**src/rtl/s3g_requester.sv**
```systemverilog
// s3g_requester: host-side S3G initiator; frames and sends a request, then receives and checks the response.
// Ports:
//   clk, rst                      clock; asynchronous active-low reset
//   req_wr, req_len, req_buf0..15 request start pulse, payload length (1..16), payload bytes
//   busy                          transaction in progress
//   tx_data, tx_wr, tx_done       UART transmit handshake
//   rx_data, rx_done              UART receive byte stream
//   resp_done/error/timeout       one-cycle result pulses
//   resp_len, resp_buf0..15       last valid response
module s3g_requester #(
    parameter logic [31:0] TIMEOUT = 32'd100000
) (
    input  logic       clk,
    input  logic       rst,
    input  logic       req_wr,
    input  logic [7:0] req_len,
    input  logic [7:0] req_buf0,
    input  logic [7:0] req_buf1,
    input  logic [7:0] req_buf2,
    input  logic [7:0] req_buf3,
    input  logic [7:0] req_buf4,
    input  logic [7:0] req_buf5,
    input  logic [7:0] req_buf6,
    input  logic [7:0] req_buf7,
    input  logic [7:0] req_buf8,
    input  logic [7:0] req_buf9,
    input  logic [7:0] req_buf10,
    input  logic [7:0] req_buf11,
    input  logic [7:0] req_buf12,
    input  logic [7:0] req_buf13,
    input  logic [7:0] req_buf14,
    input  logic [7:0] req_buf15,
    output logic       busy,
    output logic [7:0] tx_data,
    output logic       tx_wr,
    input  logic       tx_done,
    input  logic [7:0] rx_data,
    input  logic       rx_done,
    output logic       resp_done,
    output logic       resp_error,
    output logic       resp_timeout,
    output logic [7:0] resp_len,
    output logic [7:0] resp_buf0,
    output logic [7:0] resp_buf1,
    output logic [7:0] resp_buf2,
    output logic [7:0] resp_buf3,
    output logic [7:0] resp_buf4,
    output logic [7:0] resp_buf5,
    output logic [7:0] resp_buf6,
    output logic [7:0] resp_buf7,
    output logic [7:0] resp_buf8,
    output logic [7:0] resp_buf9,
    output logic [7:0] resp_buf10,
    output logic [7:0] resp_buf11,
    output logic [7:0] resp_buf12,
    output logic [7:0] resp_buf13,
    output logic [7:0] resp_buf14,
    output logic [7:0] resp_buf15
);
    typedef enum logic [3:0] {
        IDLE, TX_SYNC, TX_LEN, TX_DATA, TX_CRC, RX_SYNC, RX_LEN, RX_DATA, RX_CRC
    } state_t;

    localparam logic [7:0] SYNC = 8'hD5;

    state_t      state_q, state_d;
    logic [7:0]  len_q, len_d;
    logic [7:0]  pay_q [16];
    logic [7:0]  pay_d [16];
    logic [3:0]  idx_q, idx_d;
    logic [7:0]  crc_q, crc_d;
    logic [31:0] timer_q, timer_d;
    logic        busy_q, busy_d;
    logic [7:0]  tx_data_q, tx_data_d;
    logic        tx_wr_q, tx_wr_d;
    logic        resp_done_q, resp_done_d;
    logic        resp_error_q, resp_error_d;
    logic        resp_timeout_q, resp_timeout_d;
    logic [7:0]  resp_len_q, resp_len_d;
    logic [7:0]  resp_buf_q [16];
    logic [7:0]  resp_buf_d [16];
    logic [7:0]  rx_len_q, rx_len_d;
    logic [7:0]  rxb_q [16];
    logic [7:0]  rxb_d [16];
    logic [7:0]  req_buf [16];
    logic        tx_ack, rx_phase, expired;

    // iButton/Maxim CRC-8, reflected polynomial 0x8C, one byte folded per call
    function automatic logic [7:0] crc8(input logic [7:0] c, input logic [7:0] d);
        logic [7:0] r;
        r = c ^ d;
        for (int i = 0; i < 8; i++) r = r[0] ? ((r >> 1) ^ 8'h8C) : (r >> 1);
        return r;
    endfunction

    assign req_buf = '{req_buf0, req_buf1, req_buf2, req_buf3, req_buf4, req_buf5, req_buf6, req_buf7,
                       req_buf8, req_buf9, req_buf10, req_buf11, req_buf12, req_buf13, req_buf14, req_buf15};

    // A tx_done in the same cycle as tx_wr cannot belong to the byte just issued
    assign tx_ack   = tx_done && !tx_wr_q;
    assign rx_phase = state_q inside {RX_SYNC, RX_LEN, RX_DATA, RX_CRC};
    // A byte arriving on the expiry cycle takes priority and restarts the timer
    assign expired  = rx_phase && !rx_done && (timer_q == TIMEOUT - 32'd1);

    always_comb begin
        state_d        = state_q;
        len_d          = len_q;
        pay_d          = pay_q;
        idx_d          = idx_q;
        crc_d          = crc_q;
        timer_d        = rx_phase ? (rx_done ? 32'd0 : timer_q + 32'd1) : timer_q;
        tx_data_d      = tx_data_q;
        tx_wr_d        = 1'b0;
        resp_done_d    = 1'b0;
        resp_error_d   = 1'b0;
        resp_timeout_d = 1'b0;
        resp_len_d     = resp_len_q;
        resp_buf_d     = resp_buf_q;
        rx_len_d       = rx_len_q;
        rxb_d          = rxb_q;
        case (state_q)
            IDLE: if (req_wr) begin
                if (req_len == 8'd0 || req_len > 8'd16) begin
                    resp_error_d = 1'b1;
                end else begin
                    state_d   = TX_SYNC;
                    len_d     = req_len;
                    pay_d     = req_buf;
                    crc_d     = 8'd0;
                    idx_d     = 4'd0;
                    tx_wr_d   = 1'b1;
                    tx_data_d = SYNC;
                end
            end
            TX_SYNC: if (tx_ack) begin
                state_d   = TX_LEN;
                tx_wr_d   = 1'b1;
                tx_data_d = len_q;
            end
            TX_LEN: if (tx_ack) begin
                state_d   = TX_DATA;
                tx_wr_d   = 1'b1;
                tx_data_d = pay_q[0];
                crc_d     = crc8(crc_q, pay_q[0]);
                idx_d     = 4'd0;
            end
            TX_DATA: if (tx_ack) begin
                tx_wr_d = 1'b1;
                if ({4'd0, idx_q} == len_q - 8'd1) begin
                    state_d   = TX_CRC;
                    tx_data_d = crc_q;
                end else begin
                    idx_d     = idx_q + 4'd1;
                    tx_data_d = pay_q[idx_q + 4'd1];
                    crc_d     = crc8(crc_q, pay_q[idx_q + 4'd1]);
                end
            end
            TX_CRC: if (tx_ack) begin
                state_d = RX_SYNC;
                timer_d = 32'd0;
            end
            RX_SYNC: if (rx_done && rx_data == SYNC) state_d = RX_LEN;
            RX_LEN: if (rx_done) begin
                if (rx_data == 8'd0 || rx_data > 8'd16) begin
                    state_d      = IDLE;
                    resp_error_d = 1'b1;
                end else begin
                    state_d  = RX_DATA;
                    rx_len_d = rx_data;
                    crc_d    = 8'd0;
                    idx_d    = 4'd0;
                end
            end
            RX_DATA: if (rx_done) begin
                rxb_d[idx_q] = rx_data;
                crc_d        = crc8(crc_q, rx_data);
                if ({4'd0, idx_q} == rx_len_q - 8'd1) state_d = RX_CRC;
                else idx_d = idx_q + 4'd1;
            end
            RX_CRC: if (rx_done) begin
                state_d = IDLE;
                if (rx_data == crc_q) begin
                    resp_done_d = 1'b1;
                    resp_len_d  = rx_len_q;
                    resp_buf_d  = rxb_q;
                end else begin
                    resp_error_d = 1'b1;
                end
            end
            default: state_d = IDLE;
        endcase
        if (expired) begin
            state_d        = IDLE;
            resp_timeout_d = 1'b1;
        end
        // Held through the result pulse cycle, dropping one cycle after it
        busy_d = (state_q != IDLE) || (state_d != IDLE);
    end

    always_ff @(posedge clk or negedge rst) begin
        if (!rst) begin
            state_q        <= IDLE;
            len_q          <= 8'd0;
            pay_q          <= '{default: 8'd0};
            idx_q          <= 4'd0;
            crc_q          <= 8'd0;
            timer_q        <= 32'd0;
            busy_q         <= 1'b0;
            tx_data_q      <= 8'd0;
            tx_wr_q        <= 1'b0;
            resp_done_q    <= 1'b0;
            resp_error_q   <= 1'b0;
            resp_timeout_q <= 1'b0;
            resp_len_q     <= 8'd0;
            resp_buf_q     <= '{default: 8'd0};
            rx_len_q       <= 8'd0;
            rxb_q          <= '{default: 8'd0};
        end else begin
            state_q        <= state_d;
            len_q          <= len_d;
            pay_q          <= pay_d;
            idx_q          <= idx_d;
            crc_q          <= crc_d;
            timer_q        <= timer_d;
            busy_q         <= busy_d;
            tx_data_q      <= tx_data_d;
            tx_wr_q        <= tx_wr_d;
            resp_done_q    <= resp_done_d;
            resp_error_q   <= resp_error_d;
            resp_timeout_q <= resp_timeout_d;
            resp_len_q     <= resp_len_d;
            resp_buf_q     <= resp_buf_d;
            rx_len_q       <= rx_len_d;
            rxb_q          <= rxb_d;
        end
    end

    assign busy         = busy_q;
    assign tx_data      = tx_data_q;
    assign tx_wr        = tx_wr_q;
    assign resp_done    = resp_done_q;
    assign resp_error   = resp_error_q;
    assign resp_timeout = resp_timeout_q;
    assign resp_len     = resp_len_q;
    assign resp_buf0    = resp_buf_q[0];
    assign resp_buf1    = resp_buf_q[1];
    assign resp_buf2    = resp_buf_q[2];
    assign resp_buf3    = resp_buf_q[3];
    assign resp_buf4    = resp_buf_q[4];
    assign resp_buf5    = resp_buf_q[5];
    assign resp_buf6    = resp_buf_q[6];
    assign resp_buf7    = resp_buf_q[7];
    assign resp_buf8    = resp_buf_q[8];
    assign resp_buf9    = resp_buf_q[9];
    assign resp_buf10   = resp_buf_q[10];
    assign resp_buf11   = resp_buf_q[11];
    assign resp_buf12   = resp_buf_q[12];
    assign resp_buf13   = resp_buf_q[13];
    assign resp_buf14   = resp_buf_q[14];
    assign resp_buf15   = resp_buf_q[15];
endmodule

```
**config.mk**
```make
export PLATFORM = sky130hd
export DESIGN_NAME = s3g_requester
export DESIGN_NICKNAME = d
export VERILOG_FILES = /design/src/rtl/s3g_requester.sv
export SDC_FILE = /design/constraint.sdc
export NUM_CORES = 1
export LEC_CHECK = 0
export CORE_MARGIN = 2
export CORE_UTILIZATION = 40
export CTS_BUF_LIST = sky130_fd_sc_hd__clkbuf_16
export CTS_CLUSTER_SIZE = 40
export DETAILED_ROUTE_END_ITERATION = 8
export HOLD_SLACK_MARGIN = 0.15
export MAX_ROUTING_LAYER = met4
export PLACE_DENSITY = 0.63
export SLEW_MARGIN = 20
export SYNTH_ARGS = -nofsm -noshare
export SYNTH_HDL_FRONTEND = slang
export SYNTH_SLANG_ARGS = --single-unit
```
**constraint.sdc**
```tcl
create_clock -name clk -period 4.6 [get_ports clk]
set_input_delay 0.92 -clock clk [delete_from_list [all_inputs] [get_ports clk]]
set_output_delay 0.92 -clock clk [all_outputs]
set_load 0.02 [all_outputs]
```
==> results.md, run 1 <==
* Antenna-violating nets left at 0
* Total Routing Usage GR at 0.207
* DR iter-0 viols at 704
* Post-Syn Area at 20700 um2
* DRC errors left at 0
* Antenna violations before repair at 9
* Layout cells sized above 1 at 0.315
* Die ar. at 53600 um2
* Max cap viols at 0
* Largest regs: pay_q (128), rxb_q (128), timer_q (32)
* I/O pin total at 298
* Post-synth top flop: dfrtp_1
* Die X-Extent at 232 um
* R2R Setup Slk at 0.65 ns
* Worst skew pair latency at 0.59 ns
* Worst-margin pin slew at 0.927 ns
* Clock transition at path regs at 0.06 ns
* Synthesized flop and latch total at 469
* Num rows at 83
* Post-DR wirelength/cell at 21.1 um
* Ys async rst share at 1.00
* Worst setup EP type: flip-flop
* TritonCTS clock tree: done
* RD Place Congestion at 0.846
* Slew Viols, Final at 0
* Yosys Warn Count at 0
* IR Drop Worst-Case VDD at 0.527 mV
* Most frequent cells in the layout: dfrtp_1, mux2_2, clkdlybuf4s50_1
* Synth top area cells: dfrtp_1, mux2_2, mux4_2
* EDFF count, synth at 0
* Largest net degree at the start of global routing at 102
* Storage element area at 11700 um2
* Distinct cell type count after synthesis at 78
* Post-CTS setup buffer count at 0
* 1st-pass router iterations at 5
* Tcrit/Tclk final at 0.859
* Syn_nets at 1650
* Hold-fix buffers, CTS at 0
* Worst slew margin at 0.382
* Reg2reg end: crc_q[2]$_DFFE_PN0P_
* CTS root buffer: clkbuf_16
* Commonest non-fill, non-tap cell in the layout: dfrtp_1
* Cells on worst reg2reg path at 11
* Grt ovf at 0
* # clock sinks at 469
* Via count at 13200
* Crit path launch type: flip-flop
* Mapped Avg Cell Area at 13.9 um2
* CP arrival at 4.42 ns
* CTS resizes at 0
* Setup CP Type: reg -> reg
* Initial Utilization at 0.404
* Total negative slack at 0 ns
* CTS HTree Levels at 2
* Post-Synthesis Cells at 1494
* Fin. Hold Viols at 0
* Port bufs at 297
* CTS max path bufs at 3
* Min Tclk post-route at 3.95 ns
* Count of final setup violators at 0
* Die H at 232 um
* R2r startpoint: idx_q[1]$_DFFE_PN0P_
* Fin Hold WS at 0.387 ns
* Worst hold path type: in -> async
* Layout Skew at 0.0161 ns
* Lkg Pwr at 0.0121 uW
* WP data required at 5.07 ns
* Seq/Total Area, Yosys at 0.567
* Final Routed Wirelength at 53200 um
* Vias in the first global route at 13900
* Synth area leader: dfrtp_1
* Multi-input gate area at 8540 um2
* Area growth, synth to finish at 26.4%
* RSZ-0062 raised after global routing: false
* FILL cells at 4443
* FMAX at 253 MHz
* Via density at 5.23
* Core footprint at 51300 um2
* # nets final at 1954
* Share of the synthesized area in the top cell type at 0.567
* TritonCTS Buffers at 53
* Outcome: complete, no violations
* Pwr dens at 519 nW/um2
* CP max FO at 16
* Hpwl dp at 38200 um
* Global-route wire length before repair at 82700 um
==> kinds of logic after synthesis <==
logic type | count (synthesis) | share of synthesized area
xor gates and xnor gates | 92 | 0.0442
and+or+nand+nor | 252 | 0.0611
buffers and inverters | 107 | 0.0226
muxes | 454 | 0.263
adders and majority gates | 7 | 0.00423
AOI/OAI and AO/OA | 113 | 0.0382
DFF | 469 | 0.567
==> per-stage QoR <==
stage / instances / setup slack [ns] / utilization / instance area, um2 / power (uW)
2_1_floorplan: 1494 / 1.05 / - / 20700 / 8540
3_3_place_gp: 2423 / 0.619 / 0.479 / 24600 / 9720
5_1_grt: 2528 / 0.457 / 0.511 / 26200 / 14400
3_5_place_dp: 2423 / 0.604 / 0.479 / 24600 / 9790
6_report: 2528 / 0.648 / 0.511 / 26200 / 13600
4_1_cts: 2519 / 0.620 / 0.510 / 26200 / 13700
==> where the power goes <==
part | switching, uW | internal [uW]
Combinational | 2210 | 2250
Sequential | 554 | 4710
Clock | 1690 | 2180
Total | 4450 | 9130
==> synthesized netlist by cell type (14+ instances only) <==
library cell  number
nand3_1           24
mux2i_1           14
clkbuf_1          59
dfrtp_1          469
a21oi_1           29
nor3_1            21
xnor2_1           47
mux2_2           406
mux4_2            30
inv_1             14
nor2_1            65
o21ai_0           22
xor2_1            37
nand2_1           57
buf_2             21
==> how the worst max path moves through the flow <==
stage / slack [ns] / endpoint / from / depth (start not counted)
global placement: 0.62 / idx_q[3]$_DFFE_PN0P_ / rx_data[5] / 9
floorplan: 1.05 / crc_q[5]$_DFFE_PN0P_ / idx_q[0]$_DFFE_PN0P_ / 14
global route: 0.46 / crc_q[1]$_DFFE_PN0P_ / idx_q[1]$_DFFE_PN0P_ / 10
CTS: 0.62 / crc_q[2]$_DFFE_PN0P_ / idx_q[1]$_DFFE_PN0P_ / 11
detailed placement: 0.60 / idx_q[3]$_DFFE_PN0P_ / rx_data[5] / 9
finish: 0.65 / crc_q[2]$_DFFE_PN0P_ / idx_q[1]$_DFFE_PN0P_ / 11
==> final cells by class <==
type                            instances  share of cell area
Clock inverter                         42             0.00936
Multi-Input combinational cell        918               0.326
Inverter                               15             0.00215
Timing Repair Buffer                  341               0.130
Clock buffer                           54              0.0516
Tap cell                              680              0.0325
Antenna cell                            9            0.000860
Sequential cell                       469               0.448
==> per-layer routing <==
layer	global-route usage	vias to the layer above	wire length, um
met2	0.324	296	25400
met5	-	-	0
li1	-	6004	-
met1	0.269	6832	23600
met3	0.0527	78	3280
met4	0.0537	0	1000
==> critical path, cell delays in order (launching register included) <==
cell,delay (ns)
dfrtp_1,0.51
inv_1,0.13
ha_2,0.68
buf_4,0.28
mux4_2,0.51
nor3_1,0.29
nor3_2,0.16
xor3_1,0.42
xor3_1,0.26
a32oi_1,0.18
nor2_1,0.06
o32a_1,0.33
Power figures use the tool's default switching activity.
==> run 2, diff against run 1 <==
--- a/config.mk
+++ b/config.mk
@@ -8,7 +8,7 @@
 export CORE_MARGIN = 2
 export CORE_UTILIZATION = 40
 export CTS_BUF_LIST = sky130_fd_sc_hd__clkbuf_16
-export CTS_CLUSTER_SIZE = 40
+export CTS_CLUSTER_SIZE = 24
 export DETAILED_ROUTE_END_ITERATION = 8
 export HOLD_SLACK_MARGIN = 0.15
 export MAX_ROUTING_LAYER = met4
==> constraint.sdc (replaced) <==
create_clock -name clk -period 4.6 [get_ports clk]
set_input_delay 1.38 -clock clk [delete_from_list [all_inputs] [get_ports clk]]
set_output_delay 1.38 -clock clk [all_outputs]
set_load 0.02 [all_outputs]
==> results.md, run 2 (synthesis results as in run 1) <==
* Core footprint at 51300 um2 (unchanged)
* Global-route wire length before repair at 83300 um (+0.72%)
* Layout cells sized above 1 at 0.313 (-0.00146)
* Port bufs at 297 (unchanged)
* Hold-fix buffers, CTS at 0 (unchanged)
* Die ar. at 53600 um2 (unchanged)
* CTS max path bufs at 3 (unchanged)
* Most Used Layer, Global Route: met2
* Lkg Pwr at 0.0122 uW (+0.14%)
* RD Place Congestion at 0.889 (+5.0%)
* Worst hold path type: reg -> reg
* Final Routed Wirelength at 53400 um (+0.37%)
* Setup CP Type: reg -> reg
* Vias in the first global route at 14100 (+1.2%)
* # clock sinks at 469 (unchanged)
* Largest regs: pay_q (128), rxb_q (128), timer_q (32)
* TritonCTS Buffers at 51 (-3.8%)
* I/O pin total at 298 (unchanged)
* Clock transition at path regs at 0.06 ns (about the same)
* Antenna-violating nets left at 0 (unchanged)
* Die X-Extent at 232 um (unchanged)
* Min Tclk post-route at 3.98 ns (+0.0312 ns)
* Worst skew pair latency at 0.61 ns (+0.02 ns)
* WP data required at 5.05 ns (-0.02 ns)
* IR Drop Worst-Case VDD at 0.358 mV (-32%)
* Fin. Hold Viols at 0 (unchanged)
* Grt ovf at 0 (unchanged)
* Hpwl dp at 37500 um (-1.7%)
* Layout Skew at 0.0403 ns (+0.0242 ns)
* Pre-CTS setup slack at 0.339 ns (-0.265 ns)
* Met3 global-route usage at 0.0632 (+0.0106)
* M1 GR Usage at 0.265 (-0.00444)
* Num rows at 83 (unchanged)
* Final setup margin at 0.617 ns (-0.0312 ns)
* Post-CTS setup buffer count at 0 (unchanged)
* Total Routing Usage GR at 0.209 (+0.00194)
* CP arrival at 4.44 ns (+0.02 ns)
* Largest net degree at the start of global routing at 141 (+38%)
* 1st-pass router iterations at 5 (unchanged)
* Worst setup EP type: flip-flop
* FMAX at 251 MHz (-0.78%)
* Outcome: complete, no violations
* Most frequent cells in the layout: dfrtp_1, mux2_2, clkdlybuf4s50_1
* CTS HTree Levels at 2 (unchanged)
* DRC errors left at 0 (unchanged)
* Crit path launch type: flip-flop
* Met2 usage at 0.327 (+0.00243)
* Via density at 5.18 (-0.94%)
* Initial Utilization at 0.404 (unchanged)
* Max cap viols at 0 (unchanged)
* RSZ-0062 raised after global routing: false
* Commonest non-fill, non-tap cell in the layout: dfrtp_1
* Die H at 232 um (unchanged)
* CP max FO at 13 (-3)
* Post-DR wirelength/cell at 21.1 um (+0.45%)
* Total negative slack at 0 ns (unchanged)
* # nets final at 1953 (-0.051%)
* Count of final setup violators at 0 (unchanged)
* Pwr dens at 520 nW/um2 (+0.26%)
* CTS resizes at 0 (unchanged)
* Antenna violations before repair at 8 (-1)
* Tcrit/Tclk final at 0.866 (+0.00679)
* Worst-margin pin slew at 0.922 ns (-0.00547 ns)
* DR iter-0 viols at 816 (+16%)
* Area growth, synth to finish at 26.6%
* Slew Viols, Final at 0 (unchanged)
* Worst slew margin at 0.385 (+0.00323)
* TritonCTS clock tree: done
* Via count at 13100 (-1.0%)
* CTS root buffer: clkbuf_16
[run 2: stage by stage]
stage | std cells | instance area [um2] | hold slack, ns | total power, uW | util
3_5_place_dp | 2424 | 24600 | 0.485 | 9890 | 0.480
3_3_place_gp | 2424 | 24600 | 0.476 | 9840 | 0.480
5_1_grt | 2526 | 26200 | 0.505 | 14400 | 0.511
4_1_cts | 2518 | 26200 | 0.486 | 13800 | 0.511
2_1_floorplan | 1494 | 20700 | 0.464 | 8540 | -
6_report | 2526 | 26200 | 0.477 | 13600 | 0.511
[run 2: worst max-delay path, cell delays in order, from the launching register on]
cell and delay (ns):
dfrtp_1 0.49, inv_1 0.13, ha_2 0.64, buf_4 0.26, mux4_2 0.53, nor3_1 0.26, nor3_2 0.08, buf_4 0.18
xor3_1 0.39, xor3_1 0.28, a32oi_1 0.18, nor2_1 0.06, o32a_1 0.35
[run 2: power by group]
group | internal [uW] | leakage [uW] | switching, uW
logic | 2290 | 0.00505 | 2280
clock network | 2130 | 0.000798 | 1690
registers | 4710 | 0.00632 | 540
[run 2: cell type report]
type	count	area, um2
Antenna cell	8	20.0
Clock inverter	43	284
Fill cell	4412	25100
Inverter	15	56.3
Tap cell	680	851
Clock buffer	51	1280
Multi-Input combinational cell	918	8540
Timing Repair Buffer	342	3470
Sequential cell	469	11700
[run 2: routing by layer]
layer / wire length, um / part of all wire / vias up
li1: - / - / 5974
met2: 25400 / 0.48 / 319
met4: 1130 / 0.021 / 0
met3: 3880 / 0.073 / 70
met5: 0 / 0 / -
met1: 23000 / 0.43 / 6713
[run 2: path summary, 6_finish.rpt]
check | startpoint | to | slack [ns] | cells after the start
hold reg to reg | rxb_q[19]$_DFFE_PN0P_ | resp_buf13[3]$_DFFE_PN0P_ | 0.48 | 1
max in group asynchronous | rst | pay_q[123]$_DFFE_PN0P_ | 2.71 | 2
setup / recovery | idx_q[1]$_DFFE_PN0P_ | crc_q[2]$_DFFE_PN0P_ | 0.62 | 12
setup reg to reg | idx_q[1]$_DFFE_PN0P_ | crc_q[2]$_DFFE_PN0P_ | 0.62 | 12
min in group asynchronous | rst | rxb_q[51]$_DFFE_PN0P_ | 0.81 | 1
hold / removal | rxb_q[19]$_DFFE_PN0P_ | resp_buf13[3]$_DFFE_PN0P_ | 0.48 | 1
==> run 3, diff against run 2 <==
--- a/config.mk
+++ b/config.mk
@@ -7,12 +7,13 @@
 export LEC_CHECK = 0
 export CORE_MARGIN = 2
 export CORE_UTILIZATION = 40
-export CTS_BUF_LIST = sky130_fd_sc_hd__clkbuf_16
+export CTS_BUF_LIST = sky130_fd_sc_hd__clkbuf_4 sky130_fd_sc_hd__clkbuf_8
 export CTS_CLUSTER_SIZE = 24
 export DETAILED_ROUTE_END_ITERATION = 8
 export HOLD_SLACK_MARGIN = 0.15
 export MAX_ROUTING_LAYER = met4
 export PLACE_DENSITY = 0.63
+export RECOVER_POWER = 25
 export SLEW_MARGIN = 20
 export SYNTH_ARGS = -nofsm -noshare
 export SYNTH_HDL_FRONTEND = slang
==> results.md, run 3 (synthesis results as in run 1) <==
* Outcome: complete, but fails checks
* Violations in the final reports: max-capacitance violations, max-slew violations
* CTS resizes at 0 (unchanged)
* Min Tclk post-route at 3.99 ns (+0.00578 ns)
* Die H at 232 um (unchanged)
* Vias in the first global route at 14400 (+2.5%)
* Global-route wire length before repair at 84000 um (+0.89%)
* Crit path cell chain: inv_1 -> ha_2 -> buf_4 -> mux4_2 -> nor3_1 -> nor3_2 -> buf_4 -> xor3_1 -> xor3_1 -> a32oi_1 -> nor2_1 -> o32a_1
* Port bufs at 297 (unchanged)
* Total Routing Usage GR at 0.212 (+0.00331)
* Count of final setup violators at 0 (unchanged)
* Grt ovf at 0 (unchanged)
* Pwr dens at 526 nW/um2 (+1.2%)
* Commonest non-fill, non-tap cell in the layout: dfrtp_1
* Worst setup EP type: flip-flop
* Post-CTS setup buffer count at 0 (unchanged)
* Largest net degree at the start of global routing at 141 (unchanged)
* Hold-fix buffers, CTS at 0 (unchanged)
* Fin. Hold Viols at 0 (unchanged)
* CTS root buffer: clkbuf_8
* Tcrit/Tclk final at 0.867 (+0.00126)
* Critical Path Max Stage Delay at 0.66 ns (+0.02 ns)
* Die ar. at 53600 um2 (unchanged)
* CP arrival at 4.51 ns (+0.07 ns)
* Via count at 13300 (+2.0%)
* Layout cells sized above 1 at 0.345 (+0.0316)
* Clock transition at path regs at 0.06 ns (about the same)
* CTS HTree Levels at 3 (+1)
* Die X-Extent at 232 um (unchanged)
* Slew Viols, Final at 100 (+100)
* Placed Instance Area at 24600 um2 (unchanged)
* WP data required at 5.13 ns (+0.08 ns)
* CP max FO at 13 (unchanged)
* FMAX at 251 MHz (-0.14%)
* Crit path launch type: flip-flop
* # nets final at 1984 (+1.6%)
* Hpwl dp at 37500 um (unchanged)
* Num rows at 83 (unchanged)
* DP Cell Count at 2424 (unchanged)
* Worst slew margin at -0.900 (-1.29)
* Lkg Pwr at 0.0123 uW (+1.1%)
* # clock sinks at 469 (unchanged)
* Via density at 5.17 (-0.14%)
* Antenna violations before repair at 9 (+1)
* Core footprint at 51300 um2 (unchanged)
* Crit-path slowest cell: ha_2
* CTS max path bufs at 3 (unchanged)
* Initial Utilization at 0.404 (unchanged)
* Worst skew pair latency at 0.67 ns (+0.06 ns)
* DRC errors left at 0 (unchanged)
* Worst-margin pin slew at 2.85 ns (+1.93 ns)
* Final Routed Wirelength at 54100 um (+1.2%)
* Worst hold path type: reg -> reg
* Max cap viols at 1 (+1)
* RSZ-0062 raised after global routing: false
* TritonCTS clock tree: done
* Largest delay contributor family on the critical path: adder cells
* Antenna-violating nets left at 0 (unchanged)
* Largest regs: pay_q (128), rxb_q (128), timer_q (32)
* 1st-pass router iterations at 5 (unchanged)
* Post-DR wirelength/cell at 21.0 um (-0.84%)
* I/O pin total at 298 (unchanged)
* IR Drop Worst-Case VDD at 0.360 mV (+0.63%)
* DR iter-0 viols at 778 (-4.7%)
* RD Place Congestion at 0.889 (unchanged)
* Design area at 26400 um2 (+0.82%)
* TritonCTS Buffers at 82 (+61%)
* Overall Power at 13900 uW (+2.0%)
* Fin Hold WS at 0.482 ns (+0.00469 ns)
* Most frequent cells in the layout: dfrtp_1, mux2_2, clkdlybuf4s50_1
* Non-filler cells in the finished layout at 2579 (+2.1%)
* Layout Skew at 0.0286 ns (-0.0117 ns)
* Buf/Inv on CP at 3 (unchanged)
* Area growth, synth to finish at 27.6%
* FILL cells at 4431 (+0.43%)
* Setup CP Type: reg -> reg
* Total negative slack at 0 ns (unchanged)
run 3: cell types whose count changed in the layout (fill, tap and decap cells not counted), moves of 2 or more:
cell / before / now
clkbuf_8: 0 / 108
clkbuf_16: 51 / 0
clkbuf_4: 0 / 29
clkinv_1: 13 / 0
inv_1: 26 / 14
clkinv_2: 7 / 2
bufinv_16: 2 / 0
clkinv_4: 2 / 0
run 3: final timing paths:
| path | start | to | slack, ns | depth (start not counted) |
|---|---|---|---|---|
| max in group asynchronous | rst | resp_buf11[7]$_DFFE_PN0P_ | 0.83 | 2 |
| hold / removal | rxb_q[107]$_DFFE_PN0P_ | resp_buf2[3]$_DFFE_PN0P_ | 0.48 | 1 |
| hold reg to reg | rxb_q[107]$_DFFE_PN0P_ | resp_buf2[3]$_DFFE_PN0P_ | 0.48 | 1 |
| setup reg to reg | idx_q[1]$_DFFE_PN0P_ | crc_q[2]$_DFFE_PN0P_ | 0.61 | 12 |
| setup / recovery | idx_q[1]$_DFFE_PN0P_ | crc_q[2]$_DFFE_PN0P_ | 0.61 | 12 |
| min in group asynchronous | rst | rxb_q[51]$_DFFE_PN0P_ | 1.62 | 1 |
run 3: power by group:
part | switching, uW | internal, uW
Sequential | 543 | 4710
Clock | 1750 | 2340
Combinational | 2280 | 2290
run 3: per-stage QoR:
stage	worst slack, ns	util
2_1_floorplan	0.866	-
3_3_place_gp	0.351	0.480
3_5_place_dp	0.339	0.480
4_1_cts	0.537	0.515
5_1_grt	0.284	0.515
6_report	0.611	0.515
run 3: final cells by class:
type,instances,area (um2),area share
inverter,15,56.3,0.00213
multi-input combinational,918,8540,0.323
antenna,9,22.5,0.000852
clock inverter,9,82.6,0.00312
sequential,469,11700,0.444
timing repair buffer,342,3450,0.131
clock buffer,137,1700,0.0644
tap,680,851,0.0322
run 3: metal layers:
layer	up-vias	routed length [um]	part of all wire	GRT usage
li1	6061	-	-	-
met1	6794	23300	0.43	0.266
met5	-	0	0	-
met3	97	4230	0.078	0.0689
met4	0	1260	0.023	0.0715
met2	379	25300	0.47	0.325
run 3: worst register-to-register path: cells and delay by family (launching register included):
| kind | cells | cell delay [ns] |
|---|---|---|
| xor+xnor | 2 | 0.67 |
| flops | 1 | 0.49 |
| buf+inv | 3 | 0.59 |
| compound gates | 2 | 0.53 |
| fa+ha+maj | 1 | 0.66 |
| mux | 1 | 0.53 |
| simple gates | 3 | 0.40 |
